## src/rtl/lsu.sv

```systemverilog
// Load/store unit: turns ALU results into byte/half/word accesses on a req/ack
// data bus, stalling the core until the access retires.
module lsu #(
  parameter int TIMEOUT = 16
) (
  input  logic        clk,
  input  logic        reset,
  input  logic        MemRead,
  input  logic        MemWrite,
  input  logic [2:0]  Funct3,
  input  logic [31:0] ALUResult,
  input  logic [31:0] WriteData,
  output logic [31:0] ReadData,
  output logic        Stall,
  output logic        Done,
  output logic        MisalignErr,
  output logic        BusErr,
  output logic        mem_req,
  output logic        mem_we,
  output logic [31:0] mem_addr,
  output logic [3:0]  mem_be,
  output logic [31:0] mem_wdata,
  input  logic [31:0] mem_rdata,
  input  logic        mem_ack
);

  localparam logic [1:0] S_IDLE = 2'd0;
  localparam logic [1:0] S_BUSY = 2'd1;
  localparam logic [1:0] S_DONE = 2'd2;

  localparam int CW = (TIMEOUT < 2) ? 1 : $clog2(TIMEOUT + 1);
  localparam logic [CW-1:0] TMO_LAST = CW'(TIMEOUT - 1);

  logic [1:0]    state_r, state_s;
  logic [1:0]    off_r;
  logic [2:0]    f3_r;
  logic [CW-1:0] cnt_r;
  logic          mem_req_r, mem_we_r;
  logic [31:0]   mem_addr_r, mem_wdata_r;
  logic [3:0]    mem_be_r;
  logic          done_r, misalign_r, buserr_r;
  logic [31:0]   rdata_r;
  logic          req_s, illegal_s, tmo_s;
  logic [3:0]    be_s;
  logic [31:0]   wdata_s;

  // Select the addressed lane of a bus word and extend it per load type.
  function automatic logic [31:0] fmt_load(input logic [2:0] f3, input logic [1:0] off,
                                           input logic [31:0] w);
    logic [7:0]  b;
    logic [15:0] h;
    case (off)
      2'd0:    b = w[7:0];
      2'd1:    b = w[15:8];
      2'd2:    b = w[23:16];
      2'd3:    b = w[31:24];
      default: b = 8'h00;
    endcase
    h = off[1] ? w[31:16] : w[15:0];
    case (f3)
      3'b000:  fmt_load = {{24{b[7]}}, b};
      3'b001:  fmt_load = {{16{h[15]}}, h};
      3'b010:  fmt_load = w;
      3'b100:  fmt_load = {24'h000000, b};
      3'b101:  fmt_load = {16'h0000, h};
      default: fmt_load = 32'h0000_0000;
    endcase
  endfunction

  assign req_s = MemRead | MemWrite;
  assign tmo_s = (TIMEOUT != 0) && (cnt_r == TMO_LAST);

  // Decode legality, byte enables and lane-replicated store data for the request.
  always_comb begin
    illegal_s = 1'b0;
    be_s      = 4'b0000;
    wdata_s   = 32'h0000_0000;
    if (MemRead && MemWrite) begin
      illegal_s = 1'b1;
    end else begin
      case (Funct3)
        3'b000: begin
          be_s    = 4'b0001 << ALUResult[1:0];
          wdata_s = MemWrite ? {4{WriteData[7:0]}} : 32'h0000_0000;
        end
        3'b001: begin
          be_s      = ALUResult[1] ? 4'b1100 : 4'b0011;
          wdata_s   = MemWrite ? {2{WriteData[15:0]}} : 32'h0000_0000;
          illegal_s = ALUResult[0];
        end
        3'b010: begin
          be_s      = 4'b1111;
          wdata_s   = MemWrite ? WriteData : 32'h0000_0000;
          illegal_s = |ALUResult[1:0];
        end
        3'b100: begin
          be_s      = 4'b0001 << ALUResult[1:0];
          illegal_s = MemWrite;
        end
        3'b101: begin
          be_s      = ALUResult[1] ? 4'b1100 : 4'b0011;
          illegal_s = MemWrite | ALUResult[0];
        end
        default: illegal_s = 1'b1;
      endcase
    end
  end

  // Next-state logic; an ack in the same cycle as the timeout wins.
  always_comb begin
    state_s = state_r;
    case (state_r)
      S_IDLE: begin
        if (req_s) state_s = illegal_s ? S_DONE : S_BUSY;
        else       state_s = S_IDLE;
      end
      S_BUSY: begin
        if (mem_ack || tmo_s) state_s = S_DONE;
        else                  state_s = S_BUSY;
      end
      S_DONE:  state_s = S_IDLE;
      default: state_s = S_IDLE;
    endcase
  end

  // State, latched bus request and registered retire outputs.
  always_ff @(posedge clk or posedge reset) begin
    if (reset) begin
      state_r     <= S_IDLE;
      off_r       <= 2'd0;
      f3_r        <= 3'd0;
      cnt_r       <= '0;
      mem_req_r   <= 1'b0;
      mem_we_r    <= 1'b0;
      mem_addr_r  <= 32'h0000_0000;
      mem_be_r    <= 4'b0000;
      mem_wdata_r <= 32'h0000_0000;
      done_r      <= 1'b0;
      misalign_r  <= 1'b0;
      buserr_r    <= 1'b0;
      rdata_r     <= 32'h0000_0000;
    end else begin
      state_r    <= state_s;
      done_r     <= 1'b0;
      misalign_r <= 1'b0;
      buserr_r   <= 1'b0;
      rdata_r    <= 32'h0000_0000;
      case (state_r)
        S_IDLE: begin
          if (req_s) begin
            off_r       <= ALUResult[1:0];
            f3_r        <= Funct3;
            cnt_r       <= '0;
            mem_we_r    <= MemWrite;
            mem_addr_r  <= {ALUResult[31:2], 2'b00};
            mem_be_r    <= be_s;
            mem_wdata_r <= wdata_s;
            mem_req_r   <= ~illegal_s;
            done_r      <= illegal_s;
            misalign_r  <= illegal_s;
          end else begin
            mem_req_r <= 1'b0;
          end
        end
        S_BUSY: begin
          if (mem_ack) begin
            mem_req_r <= 1'b0;
            done_r    <= 1'b1;
            rdata_r   <= mem_we_r ? 32'h0000_0000 : fmt_load(f3_r, off_r, mem_rdata);
          end else if (tmo_s) begin
            mem_req_r <= 1'b0;
            done_r    <= 1'b1;
            buserr_r  <= 1'b1;
          end else begin
            cnt_r <= cnt_r + CW'(1);
          end
        end
        S_DONE:  mem_req_r <= 1'b0;
        default: mem_req_r <= 1'b0;
      endcase
    end
  end

  assign Stall       = (state_r == S_BUSY) || ((state_r == S_IDLE) && req_s);
  assign Done        = done_r;
  assign MisalignErr = misalign_r;
  assign BusErr      = buserr_r;
  assign ReadData    = rdata_r;
  assign mem_req     = mem_req_r;
  assign mem_we      = mem_we_r;
  assign mem_addr    = mem_addr_r;
  assign mem_be      = mem_be_r;
  assign mem_wdata   = mem_wdata_r;

endmodule
```

## config.mk

```make
export PLATFORM = sky130hd
export DESIGN_NAME = lsu
export DESIGN_NICKNAME = d
export VERILOG_FILES = /design/src/rtl/lsu.sv
export SDC_FILE = /design/constraint.sdc
export NUM_CORES = 1
export LEC_CHECK = 0
export CAP_MARGIN = 25
export CORE_MARGIN = 3
export CORE_UTILIZATION = 35
export CTS_CLUSTER_DIAMETER = 100
export DETAILED_ROUTE_END_ITERATION = 10
export GPL_TIMING_DRIVEN = 1
export PLACE_DENSITY = 0.68
export SLEW_MARGIN = 20
export SYNTH_ARGS = -nofsm -noshare
export SYNTH_HDL_FRONTEND = slang
export SYNTH_SLANG_ARGS = --single-unit
```

## constraint.sdc

```tcl
create_clock -name clk -period 7.45 [get_ports clk]
set_clock_uncertainty 0.05 [all_clocks]
set_input_delay 1.49 -clock clk [delete_from_list [all_inputs] [get_ports clk]]
set_output_delay 1.49 -clock clk [all_outputs]
set_load 0.02 [all_outputs]
```

Yosys cells after proc, flatten, opt, wreduce, memory -nomap -nowiden. Index checks and enable logic that the tools add are counted.

Bitwise operators: 3. Shift operators: 1. Muxes and demuxes: 35. Equal/unequal tests: 17. Add/subtract/negate cells: 1. Reductions and logical operators: 14.

Operator list (number): 32-bit 2-to-1 mux (7); 32-bit one-hot mux with 5 select lines (1); 32-bit one-hot mux with 3 select lines (1); 8-bit one-hot mux with 4 select lines (1); 16-bit 2-to-1 mux (1); 5-bit 2-to-1 mux (3); 3-bit == test, second input constant (4); 4-bit one-hot mux with 3 select lines (1); 1-bit 2-to-1 mux (10); 5-bit one-hot mux with 2 select lines (1); 4-bit 2-to-1 mux (2); 3-bit by 1-bit == test with 1-bit output, second input constant (2); 3-bit by 2-bit == test with 1-bit output, second input constant (2); 3-bit logical NOT (2); 2-bit 2-to-1 mux (3); 2-bit inequality test, second input constant (3); 2-bit OR reduction (3); 5-bit by 1-bit adder with 5-bit output, second input constant (1); 5-bit by 4-bit == test with 1-bit output, second input constant (1); 1-bit one-hot mux with 5 select lines (1); 2-bit by 1-bit == test with 1-bit output, second input constant (2); 2-bit == test, second input constant (2); 2-bit logical NOT (2); 1-bit one-hot mux with 2 select lines (2); 10 further kinds (13).

Logic and storage cells: 84. Register bits after elaboration: 115. Input bits: 104. Output and inout bits: 106.

Logic depth before layout (Yosys ltp). Gate-level depths: netlist of run 1.

Depth after elaboration: 6. Depth in mapped cells: 7. Gate-level depth less buffers: 7.

Worst setup path after synthesis of run 1. No wires, ideal clock.

Path type: input-to-output. Start: in MemWrite. End: out Stall. Setup slack: 3931 ps. Stages: 3. Arrival time: 1979 ps. Cells stage by stage: or2_2 -> nor2_1 -> nor2_1.

Longest elaborated chain between the ends: 3.

RTL lines: start: declaration (line 9) `input logic MemWrite,`; 1-bit OR (line 70) `assign req_s = MemRead | MemWrite;`; 1-bit logical AND (line 184) `assign Stall = (state_r == S_BUSY) || ((state_r == S_IDLE) && req_s);`; 1-bit logical OR (line 184); end: declaration (line 14) `output logic Stall,`.

No other way between the ends.

Worst setup path after layout of run 1. Same ends and word-level chain as after synthesis.

==> results of run 1 <==
==> stage by stage <==
step                power, uW  cells  setup slack, ps
floorplan                1450    529             2890
global placement         1840    886             2850
detailed placement       1870    886             2810
CTS                      2750    918             2800
global route             2870    918             2710
finish                   2720    918             2820
==> logic make-up after synthesis <==
logic type	after synthesis	synth area share
simple gates	211	0.184
buf+inv	39	0.0392
other cells	1	0.000720
compound gates	133	0.168
xor+xnor	1	0.00168
fa+ha+maj	2	0.00480
flops	114	0.548
mux	27	0.0540
==> area by class of cell <==
class | instances | area share
tap | 180 | 0.0282
clock inverter | 12 | 0.0224
clock buffer | 20 | 0.0571
multi-input combinational | 376 | 0.270
sequential | 114 | 0.357
inverter | 5 | 0.00266
timing repair buffer | 211 | 0.263
==> Yosys cell counts, types with 2 or more instances <==
library cell	n	area, sq um
sky130_fd_sc_hd__o32a_1	6	60.1
sky130_fd_sc_hd__mux2i_1	18	180
sky130_fd_sc_hd__a2111oi_0	6	52.6
sky130_fd_sc_hd__a22oi_1	8	60.1
sky130_fd_sc_hd__and3_1	2	12.5
sky130_fd_sc_hd__o31ai_1	6	45.0
sky130_fd_sc_hd__nand2b_1	2	12.5
sky130_fd_sc_hd__nand2_1	145	544
sky130_fd_sc_hd__clkbuf_1	12	45.0
sky130_fd_sc_hd__buf_2	16	80.1
sky130_fd_sc_hd__a22o_1	18	158
sky130_fd_sc_hd__buf_6	4	45.0
sky130_fd_sc_hd__and2_1	2	12.5
sky130_fd_sc_hd__a21oi_1	41	205
sky130_fd_sc_hd__ha_1	2	25.0
sky130_fd_sc_hd__a21o_1	9	67.6
sky130_fd_sc_hd__or2_2	2	12.5
sky130_fd_sc_hd__nor2b_1	13	81.3
sky130_fd_sc_hd__dfrtp_1	114	2850
sky130_fd_sc_hd__buf_4	2	15.0
sky130_fd_sc_hd__mux2_2	9	101
sky130_fd_sc_hd__nor2_1	30	113
sky130_fd_sc_hd__o21ai_0	33	165
sky130_fd_sc_hd__inv_1	4	15.0
==> worst register-to-register path: stages (launching register included) <==
cell and delay (ps):
sky130_fd_sc_hd__dfrtp_1 430, sky130_fd_sc_hd__nor2_1 390, sky130_fd_sc_hd__nand3_1 580, sky130_fd_sc_hd__a21oi_2 550, sky130_fd_sc_hd__a22o_1 200
==> how the worst max path moves through the flow <==
stage	from	endpoint	cells after the start
5_1_grt	MemWrite	Stall	5
3_3_place_gp	MemWrite	Stall	5
6_report	MemWrite	Stall	5
3_5_place_dp	MemWrite	Stall	5
4_1_cts	MemWrite	Stall	5
2_1_floorplan	reset	BusErr	1
==> cell usage in the layout, fill, tap and decap left out, types with 9 or more instances in the layout <==
cell type,count
sky130_fd_sc_hd__a21o_1,9
sky130_fd_sc_hd__a22o_1,18
sky130_fd_sc_hd__mux2i_1,18
sky130_fd_sc_hd__o21ai_0,33
sky130_fd_sc_hd__nand2_1,144
sky130_fd_sc_hd__dfrtp_1,114
sky130_fd_sc_hd__nor2_1,30
sky130_fd_sc_hd__clkdlybuf4s50_1,207
sky130_fd_sc_hd__a21oi_1,41
sky130_fd_sc_hd__mux2_2,9
sky130_fd_sc_hd__clkbuf_16,17
sky130_fd_sc_hd__nor2b_1,13
==> where the power goes <==
| group | switching (uW) | total, uW | internal, uW |
|---|---|---|---|
| Clock | 287 | 865 | 578 |
| Combinational | 532 | 960 | 428 |
| Sequential | 139 | 894 | 755 |
| Total | 958 | 2720 | 1760 |
==> sequential cells by signal, indices dropped and copies added (netlist names) <==
signal and flops:
mem_req 1, cnt_r 5, state_r 1, mem_addr 30, BusErr 1, ReadData 32
mem_we 1, Done 1, off_r 2, f3_r 3, mem_be 4, mem_wdata 32
MisalignErr 1
==> routing by layer <==
| layer | up-vias | part of all wire | track usage |
|---|---|---|---|
| met5 | - | 0 | 0 |
| met4 | 0 | 0.011 | 0.0618 |
| met3 | 14 | 0.10 | 0.0892 |
| met2 | 216 | 0.48 | 0.312 |
| met1 | 2245 | 0.41 | 0.248 |
| li1 | 2213 | - | - |
==> flow_metrics.py, run 1 <==
metrics = {
    "setup_path": {
        "worst-r2r-cell-count": 4,
        "cpLargestDelayFamily": "buffers and inverters",
        "cp.arrival_ps": 3090,
        "regToRegSetupSlack_ps": 5190,
        "startpoint_type": "primary input",
        "timing_worst_setup_path_type": "primary input to output pin",
        "r2r_start": "state_r[0]",
        "cp.buffers_inverters": 2,
        "critical_path.max_stage_delay_ps": 550,
        "crit_chain": "clkdlybuf4s50_1 -> or2_2 -> nor2_1 -> nor2_1 -> clkdlybuf4s50_1",
        "cp_slowest_cell": "sky130_fd_sc_hd__clkdlybuf4s50_1",
        "crit_required_ps": 5910,
        "worstPathMaxFanout": 6,
        "r2r-end": "mem_wdata[0]",
        "worstSetupEndpointType": "output pin",
    },
    "clocking": {
        "cts.sinks": 114,
        "post_cts_buffers": 0,
        "cts_resized": 0,
        "worstSkewPairLatency_ps": 410,
        "hold_buffers": 0,
        "cts_tree": "done",
        "post_cts_clock_slew_at_the_launch_and_capture_registers_of_the_worst_setup_and_hold_paths_ps": 60,
        "cts-htree-levels": 4,
        "clk_root_buffer_cell": "sky130_fd_sc_hd__clkbuf_16",
        "longest_clk_path_bufs": 2,
        "numCtsBuffers": 17,
    },
    "timing": {
        "setup-violations-final": 0,
        "setup_total_negative_slack_ps": 0,
        "slew_headroom": 0.328,
        "hold_slack_ps": 423,
        "timing.final.crit_period_ps": 4630,
        "hold_viol": 0,
        "grt_setup_unrepaired": "no",
        "final.period_utilization": 0.622,
        "timing_worst_slew_pin_value_ps": 1000,
        "max_clock_freq_mhz": 216,
        "slew_viol_final": 0,
    },
    "global_route": {
        "first_global_vias": 4836,
        "number_of_antenna_violations_at_the_first_check_in_global_routing": 0,
        "global_route.overflow_total": 0,
        "grt_start_max_net_pins": 69,
        "grt_first_pass_wirelength_um": 25500,
        "grt_usage": 0.199,
    },
    "route": {
        "wl_per_cell_um": 17.3,
        "dr.first_iter.drc_count": 355,
        "drc_errors": 0,
        "antenna_violation_net_count_after_detailed_routing": 0,
        "totalWireLength_um": 15900,
        "vias_per_cell": 5.11,
        "dr_total_vias": 4688,
        "firstDrtPassIters": 5,
    },
    "pwr": {
        "vdd.ir_drop.worst_mv": 0.167,
        "power_density_nw_per_um2": 340,
        "static-leakage-power_uw": 0.00356,
    },
    "placement": {
        "port-buffer-count": 207,
        "detailed_place_hpwl_um": 11700,
        "detailed_place.area_sq_um": 7360,
        "gpl.final_weighted_congestion": 0.850,
    },
    "worst_hold_path": {
        "hold_class": "flop to flop",
        "worst_hold_startpoint": "mem_addr[9]",
        "holdPathEnd": "mem_addr[9]",
        "timing.hold.worst_path_depth": 2,
    },
    "synth": {
        "synth_flop_cell": "sky130_fd_sc_hd__dfrtp_1",
        "yosys_register_bits": 114,
        "number_of_synthesized_flops_with_an_enable_pin": 0,
        "syn_area_per_cell_sq_um": 9.87,
        "synth.lib_cells_used.distinct": 48,
        "syn_inst": 528,
        "synthesis.yosys.warnings": 0,
        "syn_area_sq_um": 5210,
        "synth_sequential_area_ratio": 0.548,
        "synthArstFlopShare": 1.00,
    },
    "layout": {
        "final-seq-area_sq_um": 2850,
        "nFillCells": 1226,
        "post_route_cells_drive_above_1_share": 0.0827,
        "nets_finish": 831,
        "postLayoutCellArea_sq_um": 8000,
        "multi_input_area_sq_um": 2160,
        "antenna_cells": 0,
        "flow.area_growth_from_synthesis_pct": 53.5,
        "utilization": 0.563,
    },
    "floorplanning": {
        "placeableCoreArea_sq_um": 14200,
        "io_pins": 210,
        "die_area_sq_um": 16400,
        "fp.dieH_um": 128,
        "effective_utilization_at_floorplan": 0.367,
        "placementRows": 43,
        "die_w_um": 128,
    },
    "run_status": {
        "status": "complete, no violations",
    },
    "job": {
        "cap_viol_max_count": 0,
    },
}
No activity file was read; power rests on OpenSTA's default activity.
==> inputs of run 2 (changes only) <==
==> constraint.sdc (replaced) <==
create_clock -name clk -period 4.7 [get_ports clk]
set_clock_uncertainty 0.05 [all_clocks]
set_input_delay 0.94 -clock clk [delete_from_list [all_inputs] [get_ports clk]]
set_output_delay 0.94 -clock clk [all_outputs]
set_load 0.02 [all_outputs]
==> run 2 against run 1 <==
Compared with the run above: critical path type unchanged; via count barely moved; sequential cell count did not move; first-iteration DRC count decreased by 33%; highest routed layer unchanged.
==> flow_metrics.py, run 2 (same netlist as run 1, synthesis figures left out) <==
metrics = {
    "clocking": {
        "numCtsBuffers": 17,
        "post_cts_buffers": 0,
        "cts_resized": 0,
        "hold_buffers": 0,
        "cts.sinks": 114,
        "cts_tree": "done",
        "cts-htree-levels": 4,
        "worstSkewPairLatency_ps": 410,
        "clk_root_buffer_cell": "sky130_fd_sc_hd__clkbuf_16",
        "longest_clk_path_bufs": 2,
        "post_cts_clock_slew_at_the_launch_and_capture_registers_of_the_worst_setup_and_hold_paths_ps": 60,
    },
    "layout": {
        "layout.cells.most_common": "sky130_fd_sc_hd__clkdlybuf4s50_1",
        "antenna_cells": 0,
        "final_cell_mix": "207 x sky130_fd_sc_hd__clkdlybuf4s50_1, 144 x sky130_fd_sc_hd__nand2_1, 114 x sky130_fd_sc_hd__dfrtp_1",
        "flow.area_growth_from_synthesis_pct": 52.8,
        "nets_finish": 832,
        "postLayoutCellArea_sq_um": 7960,
        "post_route_cells_drive_above_1_share": 0.0812,
    },
    "placement": {
        "detailed_place_hpwl_um": 11700,
        "gpl.final_weighted_congestion": 0.848,
        "place_worst_setup_slack_ps": 1150,
        "detailed_place.area_sq_um": 7370,
        "port-buffer-count": 207,
    },
    "setup_path": {
        "regToRegSetupSlack_ps": 2380,
        "worst-r2r-cell-count": 4,
        "cp.arrival_ps": 2550,
        "r2r-end": "mem_wdata[5]",
        "r2r_start": "state_r[0]",
        "timing_worst_setup_path_type": "primary input to output pin",
        "startpoint_type": "primary input",
        "crit_required_ps": 3710,
        "worstPathMaxFanout": 6,
        "worstSetupEndpointType": "output pin",
    },
    "pwr": {
        "static-leakage-power_uw": 0.00355,
        "vdd.ir_drop.worst_mv": 0.324,
        "power.total_uw": 4220,
        "power_density_nw_per_um2": 531,
    },
    "timing": {
        "setup_total_negative_slack_ps": 0,
        "final.period_utilization": 0.754,
        "max_clock_freq_mhz": 282,
        "timing.final.crit_period_ps": 3540,
        "slew_viol_final": 0,
        "setup_ws_ps": 1160,
        "slew_headroom": 0.354,
        "hold_slack_ps": 419,
        "timing_worst_slew_pin_value_ps": 967,
        "grt_setup_unrepaired": "no",
        "hold_viol": 0,
        "setup-violations-final": 0,
    },
    "floorplanning": {
        "placementRows": 43,
        "io_pins": 210,
        "die_area_sq_um": 16400,
        "die_w_um": 128,
        "effective_utilization_at_floorplan": 0.367,
        "placeableCoreArea_sq_um": 14200,
        "fp.dieH_um": 128,
    },
    "global_route": {
        "number_of_antenna_violations_at_the_first_check_in_global_routing": 0,
        "first_global_vias": 4818,
        "global_route.overflow_total": 0,
        "grt_first_pass_wirelength_um": 25000,
        "grt_start_max_net_pins": 70,
        "grt_usage": 0.197,
    },
    "worst_hold_path": {
        "worst_hold_startpoint": "mem_addr[9]",
        "hold_class": "flop to flop",
        "holdPathEnd": "mem_addr[9]",
        "timing.hold.worst_path_depth": 2,
    },
    "run_status": {
        "status": "complete, no violations",
    },
    "route": {
        "detailed_route_wirelength_on_metal3_um": 1550,
        "route.top_layer_used": "met4",
        "totalWireLength_um": 15900,
        "met2_wirelength_from_detailed_routing_um": 7540,
        "drt_met1_wl_um": 6410,
        "dr_total_vias": 4691,
        "dr.first_iter.drc_count": 239,
        "vias_per_cell": 5.10,
        "wl_per_cell_um": 17.3,
        "drc_errors": 0,
        "antenna_violation_net_count_after_detailed_routing": 0,
        "firstDrtPassIters": 4,
    },
    "job": {
        "cap_viol_max_count": 0,
    },
}
## run 2: cell count changes in the layout (fill, tap and decap cells not counted)
cell,delta
sky130_fd_sc_hd__clkbuf_8,-2
sky130_fd_sc_hd__bufinv_16,-1
sky130_fd_sc_hd__buf_4,+1
sky130_fd_sc_hd__clkbuf_1,+2
sky130_fd_sc_hd__clkinv_4,+1
## run 2: stage by stage
stage,instances,utilization
floorplan,529,-
global placement,887,0.519
detailed placement,887,0.519
CTS,919,0.561
global route,919,0.561
finish,919,0.561
## run 2: routing by layer
| layer | track usage | vias to the layer above |
|---|---|---|
| met1 | 0.236 | 2235 |
| met3 | 0.0788 | 32 |
| met4 | 0.0824 | 0 |
| met5 | 0 | - |
| met2 | 0.315 | 216 |
| li1 | - | 2208 |
## run 2: cell type report
class | instances | area [sq um]
flip-flops and latches | 114 | 2850
inverters | 5 | 21.3
clock buffers | 20 | 437
fillers | 1230 | 6240
repair buffers | 212 | 2110
well taps | 180 | 225
multi-input cells | 376 | 2160
clock inverters | 12 | 158
## run 2: how the worst max path moves through the flow
stage                     cells after the start      from      to
final                                         5  MemWrite   Stall
after global routing                          5  MemWrite   Stall
after CTS                                     5  MemWrite   Stall
after detailed placement                      5  MemWrite   Stall
after global placement                        5  MemWrite   Stall
after floorplan                               1     reset  BusErr
## run 2: critical path: stages
cell                              delay [ps]
sky130_fd_sc_hd__clkdlybuf4s50_1         510
sky130_fd_sc_hd__or2_2                   390
sky130_fd_sc_hd__nor2_1                  120
sky130_fd_sc_hd__nor2_1                   50
sky130_fd_sc_hd__clkdlybuf4s50_1         550
## run 2: where the power goes
| group | switching, uW | internal, uW | total [uW] | leakage (uW) |
|---|---|---|---|---|
| sequential | 225 | 1200 | 1420 | 0.00151 |
| combinational | 837 | 679 | 1520 | 0.00175 |
| clock | 452 | 835 | 1290 | 0.000281 |
